[config.mk]
export PLATFORM = sky130hd
export DESIGN_NAME = mux_scan_sequencer
export DESIGN_NICKNAME = d
export VERILOG_FILES = /design/src/rtl/mux_scan_sequencer.sv
export SDC_FILE = /design/constraint.sdc
export NUM_CORES = 1
export LEC_CHECK = 0
export CAP_MARGIN = 5
export CELL_PAD_IN_SITES_DETAIL_PLACEMENT = 1
export CELL_PAD_IN_SITES_GLOBAL_PLACEMENT = 1
export CORE_UTILIZATION = 37
export DETAILED_ROUTE_END_ITERATION = 10
export PLACE_DENSITY_LB_ADDON = 0.1
export SLEW_MARGIN = 20
export SYNTH_ARGS = -nofsm -noshare
export SYNTH_HDL_FRONTEND = slang
export SYNTH_SLANG_ARGS = --single-unit
[constraint.sdc]
create_clock -name clk -period 1.8 [get_ports clk]
set_input_delay 0.27 -clock clk [delete_from_list [all_inputs] [get_ports clk]]
set_output_delay 0.27 -clock clk [all_outputs]
set_load 0.01 [all_outputs]
[src/rtl/mux_scan_sequencer.sv]
// mux_scan_sequencer
// Steps an 8:1 mux select through all channels, waits SETTLE cycles on each,
// samples the mux output and hands the 8-bit snapshot over valid/ready.
// Ports:
//   clk, rst          clock (rising edge), asynchronous active-high reset
//   start, continuous begin a scan from IDLE / auto-restart on completion
//   abort             drop the scan in progress, return to IDLE
//   sel, en_n         mux select (channel index) and active-low mux enable
//   mux_in            mux output
//   snap, snap_valid  snapshot (bit c = channel c) and its valid flag
//   snap_ready        consumer accepts snap
//   busy              high in every state except IDLE
//   err_overrun       sticky: a continuous-mode snapshot was dropped
//   clr_err           clears err_overrun (a coincident set wins)
module mux_scan_sequencer #(
   parameter int unsigned SETTLE = 2
) (
   input  logic       clk,
   input  logic       rst,
   input  logic       start,
   input  logic       continuous,
   input  logic       abort,
   output logic [2:0] sel,
   output logic       en_n,
   input  logic       mux_in,
   output logic [7:0] snap,
   output logic       snap_valid,
   input  logic       snap_ready,
   output logic       busy,
   output logic       err_overrun,
   input  logic       clr_err
);

   localparam int unsigned CW = 4;
   localparam int unsigned NW = 8;

   typedef enum logic [1:0] {S_IDLE, S_SETTLE, S_SAMPLE, S_WAIT} state_t;

   state_t          state_q, state_d;
   logic [2:0]      sel_d;
   logic            en_n_d;
   logic            busy_d;
   logic [CW-1:0]   cnt_q, cnt_d;
   logic [NW-1:0]   shreg_q, shreg_d;
   logic [NW-1:0]   snap_d;
   logic [NW-1:0]   load_data;
   logic            snap_valid_d;
   logic            err_d;
   logic            load;
   logic            ovr_set;
   logic            out_free;

   // State and registered outputs
   always_ff @(posedge clk or posedge rst) begin
      if (rst) begin
         state_q     <= S_IDLE;
         sel         <= 3'd0;
         en_n        <= 1'b1;
         busy        <= 1'b0;
         cnt_q       <= '0;
         shreg_q     <= '0;
         snap        <= '0;
         snap_valid  <= 1'b0;
         err_overrun <= 1'b0;
      end else begin
         state_q     <= state_d;
         sel         <= sel_d;
         en_n        <= en_n_d;
         busy        <= busy_d;
         cnt_q       <= cnt_d;
         shreg_q     <= shreg_d;
         snap        <= snap_d;
         snap_valid  <= snap_valid_d;
         err_overrun <= err_d;
      end
   end

   // Next-state and next-output logic
   always_comb begin
      state_d   = state_q;
      sel_d     = sel;
      en_n_d    = en_n;
      cnt_d     = cnt_q;
      shreg_d   = shreg_q;
      load      = 1'b0;
      load_data = shreg_q;
      ovr_set   = 1'b0;
      // Snapshot register can take new data this edge
      out_free  = !snap_valid || snap_ready;

      unique case (state_q)
         S_IDLE: begin
            sel_d  = 3'd0;
            en_n_d = 1'b1;
            if (start && !abort) begin
               state_d = S_SETTLE;
               en_n_d  = 1'b0;
               cnt_d   = '0;
            end
         end
         S_SETTLE: begin
            if (abort) begin
               state_d = S_IDLE;
               sel_d   = 3'd0;
               en_n_d  = 1'b1;
               cnt_d   = '0;
            end else if (cnt_q == CW'(SETTLE - 1)) begin
               state_d = S_SAMPLE;
            end else begin
               cnt_d = cnt_q + CW'(1);
            end
         end
         S_SAMPLE: begin
            if (abort) begin
               state_d = S_IDLE;
               sel_d   = 3'd0;
               en_n_d  = 1'b1;
               cnt_d   = '0;
            end else begin
               shreg_d[sel] = mux_in;
               cnt_d        = '0;
               if (sel != 3'd7) begin
                  state_d = S_SETTLE;
                  sel_d   = sel + 3'd1;
               end else if (out_free || continuous) begin
                  // Either deliver the scan or drop it; both may restart
                  if (out_free) begin
                     load      = 1'b1;
                     load_data = {mux_in, shreg_q[6:0]};
                  end else begin
                     ovr_set = 1'b1;
                  end
                  sel_d = 3'd0;
                  if (continuous) begin
                     state_d = S_SETTLE;
                     en_n_d  = 1'b0;
                  end else begin
                     state_d = S_IDLE;
                     en_n_d  = 1'b1;
                  end
               end else begin
                  // Hold the full scan (sel stays 7) until the consumer frees snap
                  state_d = S_WAIT;
                  en_n_d  = 1'b1;
               end
            end
         end
         S_WAIT: begin
            if (abort) begin
               state_d = S_IDLE;
               sel_d   = 3'd0;
               en_n_d  = 1'b1;
            end else if (out_free) begin
               load    = 1'b1;
               state_d = S_IDLE;
               sel_d   = 3'd0;
               en_n_d  = 1'b1;
            end
         end
         default: begin
            state_d = S_IDLE;
            sel_d   = 3'd0;
            en_n_d  = 1'b1;
         end
      endcase

      busy_d = (state_d != S_IDLE);
      snap_d = load ? load_data : snap;

      // A load on the same edge as a transfer keeps valid high
      if (load)
         snap_valid_d = 1'b1;
      else if (snap_valid && snap_ready)
         snap_valid_d = 1'b0;
      else
         snap_valid_d = snap_valid;

      if (ovr_set)
         err_d = 1'b1;
      else if (clr_err)
         err_d = 1'b0;
      else
         err_d = err_overrun;
   end

endmodule

* Word level (Yosys, flattened, before mapping) *
Index checks and enable logic that the tools add are counted.

operators by class
  $add $sub $neg = 2
  magnitude comparators = 2
  equal/unequal tests = 11
  mux-type cells = 53
  bitwise operators = 1
  reductions and logical operators = 16

operators with widths
  operator                                                            number
  two-way mux 8 bit                                                   5
  two-way mux 1 bit                                                   24
  two-way mux 3 bit                                                   6
  two-way mux 2 bit                                                   8
  two-way mux 4 bit                                                   3
  != test 3 bit (second input constant)                               4
  case mux 3 bit (4 select lines)                                     1
  case mux 4 bit (3 select lines)                                     1
  AND reduction 3 bit                                                 3
  bitwise mux 8 bit                                                   1
  case mux 2 bit (4 select lines)                                     1
  nonzero test 2 bit                                                  3
  adder 4 x 1 -> 4 bit (second input constant)                        1
  equality test 2 bit (second input constant)                         2
  equality test 4 x 1 -> 1 bit (second input constant)                1
  less-than comparator 3 x 4 -> 1 bit (second input constant)         1
  != test 2 bit (second input constant)                               2
  != test 4 bit (second input constant)                               1
  case mux 1 bit (4 select lines)                                     1
  adder 3 x 1 -> 3 bit (second input constant)                        1
  demux 1 bit (select 3 bit)                                          1
  greater-or-equal comparator 3 x 1 -> 1 bit (second input constant)  1
  logical AND 1 bit                                                   3
  nonzero test 3 bit                                                  1
  other kinds (7)                                                     9

storage, ports and cells
  register bits = 29
  input port bits = 8
  output and inout bits = 15
  logic and storage cells = 94

* Longest topological paths before layout *
  depth in word-level cells = 8
  mapped depth = 6
  gate-level depth less buffers = 6

* Least setup slack after synthesis *
OpenSTA, ideal clock, no wires.

  path kind = reg2reg
  from = register sel[0]
  to = register sel[0]
  library setup time = 0.125 ns
  data arrival time = 1.794 ns
  required time = 1.675 ns
  path slack = -0.119 ns
  stages on the path, launching flop included = 7
  buffers on the path = 0
  clock period less this slack = 1.919 ns
  cell sequence = dfrtp_1 ha_1 ha_1 nor2b_1 a21oi_1 a211oi_2 mux2_2

between the ends
  cells in the longest elaborated chain, start to end = 4
  elaborated cells on any way between the ends = 7
  those cells by class = add/sub: 1; eq/ne: 2; mux: 3; reduce/logical: 1

RTL lines
  element                                                RTL line  source
  from (decl)                                            23        output logic [2:0] sel,
  from (signal assigned)                                 67        sel <= sel_d;
  adder 3 x 1 -> 3 bit or != test 3 bit (tied branches)  124, 122
  two-way mux 3 bit                                      122       if (sel != 3'd7) begin
  two-way mux 3 bit                                      114       if (abort) begin
  case mux 3 bit (4 select lines)                        91        unique case (state_q)

Several ways; a longest one is shown, not always the timed one.
A chain may end at the register's enable or synchronous reset.

* Worst setup path after layout *
Ends and elaborated chain as after synthesis.

==> metrics.txt <==
Final Cycle Share=97.1%; non-filler cells, final=228; sequential area share after synthesis=48.4%; post-DP HPWL=2.50 mm; asr flop ratio synth=100%; DR iter-0 viols=78; vias per inst=5.10; area share of fa/ha/maj cells after synthesis=4.16%; fillcell total=408; Worst setup SP type=flip-flop; FMAX=0.572 GHz; worst hold path class=in -> async; Slew headroom=75.5%; Synth Area in Compound Gates=10.7%; Core ar.=3770 um2; post-synth top area share=46.6%; slowest stage delay, CP=360 ps; number of top-level pins=23; Final Setup Violations=0; worst clock skew=4.78 ps; Crit Path Max Fanout=3; Sum Neg Setup Slack=0 ps; CP Capture Type=flip-flop; post-route ant nets=0; hold buffer count at CTS=0; Static Leak=0.888 nW; maxcap violations=0; pwr dens=992 nW/um2; run status=finished, final reports clean; Synth area leaders=dfrtp_1, mux2_2, ha_1; critical path class=reg -> reg; Chip Width=65.7 um; Clock Path Buffers=2; Worst Max-Slew Pin Slew=368 ps; DRT Pass-1 Iters=4; Post-Synth XOR/XNOR Area=0%; area of the multi-input gates=736 um2; ys flop type=dfrtp_1; cell taking the most area after synthesis=dfrtp_1; CTS Sinks=29; Distinct cells, synth=40; Worst-Skew Late Latency=280 ps; Placed Cells=219; Mapped Cells=139; post-synthesis mux area share=13.9%; CTS tree=yes; simple-gate share of the synthesized area=18.9%; PortBufs=22; Top Usage Layer GRT=met2; Slew Viols, Final=0; Final Cell Area=1990 um2; met1 usage=23.3%; Final Hold Viols=0; num rows=22; Layout area overhead=32.7%; Ys Warns=0; Design Power=1.98 mW; first-pass GRT wire length=5.65 mm; Avg Cell Area, Syn=10.8 um2; Initial Util=39.8%; Crit path arrival time=1910 ps; CP cell instances=ha_2 -> ha_1 -> nor2b_4 -> a21oi_2 -> a211oi_2 -> buf_4 -> mux2_2; commonest non-fill, non-tap cell in the layout=dfrtp_1; wire length per cell=14.7 um; largest net degree at the start of global routing=30; grt met2 use=28.1%; cts bufs inserted=5; post-route core utilization=52.9%; number of synthesized flops with an enable pin=0; minimum clock period=1750 ps; layout cell share with drive strength beyond 1=29.4%; GR Util All Layers=18.1%; Die H=65.7 um; CP max stage cell=dfrtp_2; DRC errors left=0; Final nets=192; initial antenna violation count=0; ANT cells=0; CTS clock-pin slew for the worst setup and hold paths=60 ps; CTS H-Tree Depth=2; met3 usage=4.69%; die area=4320 um2; data required time of the worst path=1960 ps; total congestion overflow=0; Post-Syn Area=1500 um2; Max VDD drop=0.631 mV; synthesized net count=152; commonest cells after routing, fill and taps aside=dfrtp_1, clkdlybuf4s50_1, buf_4; main combinational cell family by area after synthesis=simple AND/OR/NAND/NOR gates; vias in the first global route=1212; Final Wtd Congestion=0.763; Clock Tree Root=clkbuf_8; R2R cell count=7; Via Count=1162; synthesized flop and latch total=29; FF/Latch Area=729 um2; Final Routed Wirelength=3.35 mm; Area after DPL=1880 um2
## layer usage
| metal | part of all wire (%) | vias up |
|---|---|---|
| li1 | - | 566 |
| met1 | 46 | 566 |
| met2 | 49 | 23 |
| met3 | 3.3 | 7 |
| met4 | 1.7 | 0 |
| met5 | 0 | - |
## final timing paths
| path | endpoint | startpoint | slack (ps) |
|---|---|---|---|
| worst min register to register | shreg_q[1] | shreg_q[1] | 490 |
| worst max-delay path | sel[0] | sel[0] | 50 |
| worst max register to register | sel[0] | sel[0] | 50 |
| worst min-delay path | shreg_q[3] | rst | 370 |
| max in group asynchronous | en_n | rst | 1120 |
| min in group clk | shreg_q[1] | shreg_q[1] | 490 |
## synthesized netlist by cell type (all sizes together), types with 3 or more instances
master,instances
buf,5
o21ai,6
nand3,6
dfrtp,28
nor3b,3
ha,5
a21oi,6
inv,7
nor2,11
nand2,10
mux2,17
nor2b,7
nor3,4
a31oi,3
## power by group
| part | leakage (nW) | switching, mW | internal, mW |
|---|---|---|---|
| registers | 0.388 | 0.0740 | 0.747 |
| clock network | 0.0450 | 0.242 | 0.267 |
| logic | 0.455 | 0.327 | 0.320 |
## logic make-up (layout without fill, tap and decap cells)
| kind of cell | after synthesis | count (layout) |
|---|---|---|
| AND/OR/NAND/NOR | 49 | 49 |
| flip-flops | 29 | 29 |
| AO/OA/AOI/OAI | 25 | 25 |
| multiplexers | 18 | 18 |
| buffers and inverters | 13 | 54 |
| adder cells (fa/ha/maj) | 5 | 5 |
## state kept, by name (all words and copies together) (netlist names)
| name | count |
|---|---|
| busy | 1 |
| cnt_q | 4 |
| en_n | 1 |
| err_overrun | 1 |
| sel | 3 |
| shreg_q | 8 |
| snap | 8 |
| snap_valid | 1 |
| state_q | 2 |
## layout make-up
cell class                      instances  share of cell area, %
Clock inverter                          2                  0.502
Sequential cell                        29                   36.6
Timing Repair Buffer                   39                   18.1
Multi-Input combinational cell         97                   36.9
Clock buffer                            6                   3.64
Tap cell                               48                   3.01
Inverter                                7                   1.32
## what timing repair did
action,4_1_cts,5_1_grt
endpoints found under the hold margin,0,0
endpoints found under the setup margin,0,4
gates resized for setup,0,5
setup buffers,0,1
## worst max-delay path, delay by kind of cell (launching register included)
family / cells / cell delay, ps
AOI/OAI and AO/OA: 2 / 270
DFF: 1 / 360
adders and majority gates: 2 / 350
and+or+nand+nor: 1 / 160
buffers and inverters: 1 / 160
muxes: 1 / 330
## through the flow
| step | hold WS (ps) | setup WS (ps) |
|---|---|---|
| floorplan | 347 | 15.6 |
| global placement | 471 | -38.8 |
| detailed placement | 482 | -74.1 |
| CTS | 383 | 7.56 |
| global route | 419 | -13.3 |
| finish | 370 | 51.8 |
No activity file was read; power rests on OpenSTA's default activity.
